<file path="src/rtl/uart_rx_if.sv">
// Receive-side UART bus: serial line in, assembled byte and status strobes out.
// The master modport belongs to whoever drives the line and consumes the bytes.
// The slave modport belongs to the receiver.
interface uart_rx_if;
    logic       rx;
    logic [7:0] data_out;
    logic       valid;
    logic       busy;
    logic       frame_err;

    modport master (
        output rx,
        input  data_out,
        input  valid,
        input  busy,
        input  frame_err
    );

    modport slave (
        input  rx,
        output data_out,
        output valid,
        output busy,
        output frame_err
    );
endinterface

</file>
<file path="src/rtl/uart_rx.sv">
// uart_rx: 8N1 serial receiver, LSB first, idle-high line.
// The asynchronous rx pin passes through a two-flop synchroniser.
// A start bit is qualified at its midpoint, and every later bit is sampled at mid-period.
// A good frame presents its byte with a one-cycle valid strobe.
// A frame whose stop bit reads low gives a one-cycle frame_err strobe instead.
// After a bad stop bit the receiver waits for the line to go high again, so a line held low never re-triggers.
module uart_rx #(
    parameter int CLKS_PER_BIT = 16
) (
    input  logic     clk,
    input  logic     rst,
    uart_rx_if.slave bus
);

    localparam int CNT_W = (CLKS_PER_BIT > 2) ? $clog2(CLKS_PER_BIT) : 1;
    localparam logic [CNT_W-1:0] CNT_ZERO = CNT_W'(0);
    localparam logic [CNT_W-1:0] CNT_ONE  = CNT_W'(1);
    localparam logic [CNT_W-1:0] HALF_M1  = CNT_W'(CLKS_PER_BIT / 2 - 1);
    localparam logic [CNT_W-1:0] FULL_M1  = CNT_W'(CLKS_PER_BIT - 1);

    typedef enum logic [2:0] {
        IDLE  = 3'd0,
        START = 3'd1,
        DATA  = 3'd2,
        STOP  = 3'd3,
        BRK   = 3'd4
    } state_t;

    state_t           state_r;
    logic [1:0]       sync_r;
    logic             rx_s;
    logic [CNT_W-1:0] cnt_r;
    logic [2:0]       idx_r;
    logic [7:0]       shift_r;
    logic [7:0]       data_out_r;
    logic             valid_r;
    logic             busy_r;
    logic             frame_err_r;

    assign rx_s = sync_r[1];

    // Two-flop synchroniser; it resets to the idle level so reset release never looks like a start bit.
    always_ff @(posedge clk or posedge rst) begin
        if (rst) begin
            sync_r <= 2'b11;
        end else begin
            sync_r <= {sync_r[0], bus.rx};
        end
    end

    // Receive FSM: qualifies the start bit, samples at mid-bit, and drives registered strobes and busy.
    always_ff @(posedge clk or posedge rst) begin
        if (rst) begin
            state_r     <= IDLE;
            cnt_r       <= CNT_ZERO;
            idx_r       <= 3'd0;
            shift_r     <= 8'h00;
            data_out_r  <= 8'h00;
            valid_r     <= 1'b0;
            busy_r      <= 1'b0;
            frame_err_r <= 1'b0;
        end else begin
            valid_r     <= 1'b0;
            frame_err_r <= 1'b0;
            case (state_r)
                IDLE: begin
                    cnt_r <= CNT_ZERO;
                    if (!rx_s) begin
                        state_r <= START;
                        busy_r  <= 1'b1;
                    end else begin
                        busy_r  <= 1'b0;
                    end
                end
                START: begin
                    if (cnt_r == HALF_M1) begin
                        cnt_r <= CNT_ZERO;
                        idx_r <= 3'd0;
                        if (rx_s) begin
                            // A low pulse shorter than half a bit is a glitch, not a start bit.
                            state_r <= IDLE;
                            busy_r  <= 1'b0;
                        end else begin
                            state_r <= DATA;
                        end
                    end else begin
                        cnt_r <= cnt_r + CNT_ONE;
                    end
                end
                DATA: begin
                    if (cnt_r == FULL_M1) begin
                        cnt_r          <= CNT_ZERO;
                        shift_r[idx_r] <= rx_s;
                        if (idx_r == 3'd7) begin
                            state_r <= STOP;
                        end else begin
                            idx_r <= idx_r + 3'd1;
                        end
                    end else begin
                        cnt_r <= cnt_r + CNT_ONE;
                    end
                end
                STOP: begin
                    if (cnt_r == FULL_M1) begin
                        cnt_r <= CNT_ZERO;
                        if (rx_s) begin
                            // Returning at mid stop bit lets the next back-to-back start edge be caught.
                            data_out_r <= shift_r;
                            valid_r    <= 1'b1;
                            state_r    <= IDLE;
                            busy_r     <= 1'b0;
                        end else begin
                            frame_err_r <= 1'b1;
                            state_r     <= BRK;
                        end
                    end else begin
                        cnt_r <= cnt_r + CNT_ONE;
                    end
                end
                BRK: begin
                    cnt_r <= CNT_ZERO;
                    if (rx_s) begin
                        state_r <= IDLE;
                        busy_r  <= 1'b0;
                    end else begin
                        busy_r  <= 1'b1;
                    end
                end
                default: begin
                    state_r <= IDLE;
                    cnt_r   <= CNT_ZERO;
                    busy_r  <= 1'b0;
                end
            endcase
        end
    end

    assign bus.data_out  = data_out_r;
    assign bus.valid     = valid_r;
    assign bus.busy      = busy_r;
    assign bus.frame_err = frame_err_r;

endmodule

</file>
<file path="src/flat_wrapper.sv">
// flat-port wrapper written by rule: the top's interface ports become plain ports
module uart_rx_flat 
#(
    parameter int CLKS_PER_BIT = 16
)
  (clk, rst, bus_rx, bus_data_out, bus_valid, bus_busy, bus_frame_err);
  uart_rx_if bus_i ();
  input  logic clk;
  input  logic rst;
  input wire logic [$bits(bus_i.rx)-1:0] bus_rx;
  output wire logic [$bits(bus_i.data_out)-1:0] bus_data_out;
  output wire logic [$bits(bus_i.valid)-1:0] bus_valid;
  output wire logic [$bits(bus_i.busy)-1:0] bus_busy;
  output wire logic [$bits(bus_i.frame_err)-1:0] bus_frame_err;
  assign bus_i.rx = bus_rx;
  assign bus_data_out = bus_i.data_out;
  assign bus_valid = bus_i.valid;
  assign bus_busy = bus_i.busy;
  assign bus_frame_err = bus_i.frame_err;
  uart_rx #(.CLKS_PER_BIT(CLKS_PER_BIT)) u_core (.clk(clk), .rst(rst), .bus(bus_i));
endmodule
</file>
<file path="config.mk">
export PLATFORM = sky130hd
export DESIGN_NAME = uart_rx_flat
export DESIGN_NICKNAME = d
export VERILOG_FILES = /design/src/rtl/uart_rx_if.sv /design/src/rtl/uart_rx.sv /design/src/flat_wrapper.sv
export SDC_FILE = /design/constraint.sdc
export NUM_CORES = 1
export LEC_CHECK = 0
export BUFFER_PORTS_ARGS = -buffer_cell sky130_fd_sc_hd__buf_2
export CORE_MARGIN = 2
export CORE_UTILIZATION = 56
export DETAILED_ROUTE_END_ITERATION = 7
export PLACE_DENSITY = 0.76
export SYNTH_ARGS = -nofsm -noshare
export SYNTH_HDL_FRONTEND = slang
export SYNTH_SLANG_ARGS = --single-unit
</file>
<file path="constraint.sdc">
create_clock -name clk -period 2.05 [get_ports clk]
set_input_delay 0.1025 -clock clk [delete_from_list [all_inputs] [get_ports clk]]
set_output_delay 0.1025 -clock clk [all_outputs]
set_load 0.1 [all_outputs]
</file>
==> flow_metrics.py <==
metrics = {
    "run_status": {
        "outcome": "complete, no violations",
    },
    "logic_synthesis": {
        "seq_area_frac_synth": 0.575,
        "synth_xor_area_frac": 0.0194,
        "synth_mux_area_frac": 0.141,
        "synth.most_common_cell": "dfrtp_1",
        "synth_area_leader_cell": "dfrtp_1",
        "synthCells": 111,
        "synth-seq-cells": 31,
        "async_flop_share": 1.00,
        "synth_edf_count": 0,
        "synthAdderAreaFrac": 0.0277,
        "syn_nets": 117,
        "synth_top_area_frac": 0.536,
        "yosys_warnings": 0,
        "synth_cell_types": 29,
        "synthFlopType": "dfrtp_1",
        "synth.area.top_cells": "dfrtp_1, mux2_2, dfstp_2",
        "yosys.area_share.simple": 0.185,
        "netlist_area_sq_mm": 0.00135,
        "synthTopCellsByCount": "dfrtp_1, mux2_2, nor2_1",
        "syn_avg_cell_area_sq_um": 12.2,
        "synth-compound-area-share": 0.0370,
        "synth_top_family_by_area": "simple AND/OR/NAND/NOR gates",
    },
    "sta": {
        "post-route-min-period_ps": 1880,
        "tns_ps": 0,
        "rsz0062_at_grt": "no",
        "max_freq_mhz": 532,
        "setup_viol": 0,
        "clock_skew_ps": 2.52,
        "finalCritPeriodShare": 0.917,
        "relSlewSlack": 0.679,
        "final-hold-violation-count": 0,
        "worst_pin_slew_ps": 484,
        "slew_violations": 0,
        "whs_ps": 360,
    },
    "job": {
        "drv_cap": 0,
    },
    "setup_path": {
        "crit_path_end_kind": "flop",
        "worstSetupPathType": "reg -> reg",
        "start_kind": "flop",
        "crit_arrival_ps": 2100,
        "required_ps": 2270,
        "cp_max_fo": 7,
    },
    "clock_network": {
        "numCtsBuffers": 5,
        "root_buffer": "clkbuf_4",
        "cts_tree": "built",
        "clkTransAtPathRegs_ps": 90,
        "post_cts_buffers": 0,
        "clock_sinks": 31,
        "cts_buffer_depth": 2,
        "clk_latency_ps": 320,
        "h-tree-depth": 2,
    },
    "min_path": {
        "hold_path.class": "reg -> reg",
    },
    "layout": {
        "final.fill_count": 182,
        "ff_latch_area_sq_um": 778,
        "antenna_cells": 0,
        "area.growth.synth_to_final_pct": 14.6,
        "layout-drive-gt1-share": 0.353,
        "fin_area_sq_mm": 0.00155,
        "multi_input_area_sq_um": 558,
        "final_nets": 141,
        "fin_cells": 164,
    },
    "detailed_routing": {
        "num_vias": 944,
        "ant_nets": 0,
        "via_per_inst": 5.76,
        "firstDrtPassIters": 4,
        "drt-initial-drc-count": 17,
        "wl_per_cell_um": 14.6,
        "route.detailed.drc": 0,
        "wl_mm": 2.40,
    },
    "placed_design": {
        "post-dp-hpwl_mm": 1.71,
        "placed_area_sq_mm": 0.00148,
        "routabilityCongestion": 0.838,
        "io_buffers": 13,
        "placed_cells": 154,
    },
    "die": {
        "core_sq_mm": 0.00225,
        "dieArea_sq_mm": 0.00283,
        "initial_core_util": 0.600,
        "die_h_um": 53.2,
        "row_count": 17,
        "die_w_um": 53.2,
        "io-pin-count": 14,
    },
    "global_route": {
        "grtUsageTotal": 0.213,
        "grt_overflow": 0,
        "grt_max_degree": 32,
        "grt_pass1_vias": 885,
        "antenna_found_initial": 0,
        "grt_pass1_wl_mm": 4.04,
    },
    "power": {
        "ir_drop_uv": 877,
        "powerDensity_mw_per_mm2": 995,
        "leakage_uw": 0.000758,
    },
}
kinds of logic (layout without fill, tap and decap cells):
logic type,count (synthesis),after routing
muxes,17,17
xor gates and xnor gates,3,3
DFF,31,31
AOI/OAI and AO/OA,8,8
adders and majority gates,3,3
and+or+nand+nor,44,44
buffers and inverters,5,30
stage by stage:
step                setup slack, ps   util  total power [uW]
floorplan                       289      -              1120
global placement                238  0.656              1190
detailed placement              109  0.656              1220
CTS                            96.1  0.687              1560
global route                   32.6  0.688              1650
finish                          170  0.688              1540
report_power, final:
part | switching [uW] | internal [uW] | total (uW) | leakage (uW)
Sequential | 88.5 | 693 | 781 | 0.000411
Combinational | 290 | 145 | 436 | 0.000318
Clock | 194 | 133 | 327 | 0.0000293
Total | 573 | 971 | 1540 | 0.000758
worst max-delay path: stages (launching register included):
cell and delay [ps]:
dfrtp_1 390, ha_2 270, nand3b_1 180, or4_4 460, nor3_2 130, mux2_1 330
layout make-up:
| class | count | area share |
|---|---|---|
| clock buffer | 7 | 0.0290 |
| clock inverter | 1 | 0.00323 |
| inverter | 2 | 0.00484 |
| multi-input combinational | 75 | 0.360 |
| sequential | 31 | 0.502 |
| tap | 28 | 0.0226 |
| timing repair buffer | 20 | 0.0790 |
metal layers:
| layer | GRT usage | part of all wire |
|---|---|---|
| met5 | 0 | 0 |
| met4 | 0.115 | 0.021 |
| met3 | 0.0847 | 0.055 |
| met2 | 0.315 | 0.47 |
| met1 | 0.266 | 0.45 |
placed cells by master (no fill, tap or decap), types with 3 or more instances in the layout:
master,Yosys,routed
dfrtp_1,29,29
mux2_2,16,16
buf_2,1,13
nor2_1,11,11
nand3_1,5,5
nand2_1,5,5
nor3_1,5,5
clkbuf_4,0,5
buf_4,0,5
nor4_1,4,4
nand2b_1,3,3
o21ai_0,3,3
sequential cells by signal, summed over array words and instances (netlist names):
register,count
u_core.bus.busy,1
u_core.idx_r,3
u_core.state_r,3
u_core.shift_r,8
u_core.bus.frame_err,1
u_core.bus.valid,1
u_core.sync_r,2
u_core.cnt_r,4
u_core.bus.data_out,8
path summary, 6_finish.rpt:
| kind | start | end | slack [ps] | depth (start not counted) |
|---|---|---|---|---|
| max in group asynchronous | rst | u_core.sync_r[0] | 1340 | 4 |
| hold reg to reg | u_core.sync_r[0] | u_core.sync_r[1] | 360 | 0 |
| hold / removal | u_core.sync_r[0] | u_core.sync_r[1] | 360 | 0 |
| min in group asynchronous | rst | u_core.state_r[0] | 390 | 4 |
| setup reg to reg | u_core.cnt_r[0] | u_core.shift_r[2] | 170 | 5 |
| setup / recovery | u_core.cnt_r[0] | u_core.shift_r[2] | 170 | 5 |
what timing repair did:
| action | CTS | global route |
|---|---|---|
| hold buffers | 2 | 0 |
| endpoints found under the setup margin | 0 | 3 |
| resized for setup | 0 | 1 |
| hold endpoints to repair | 30 | 0 |
(Power assumes the default switching activity.)
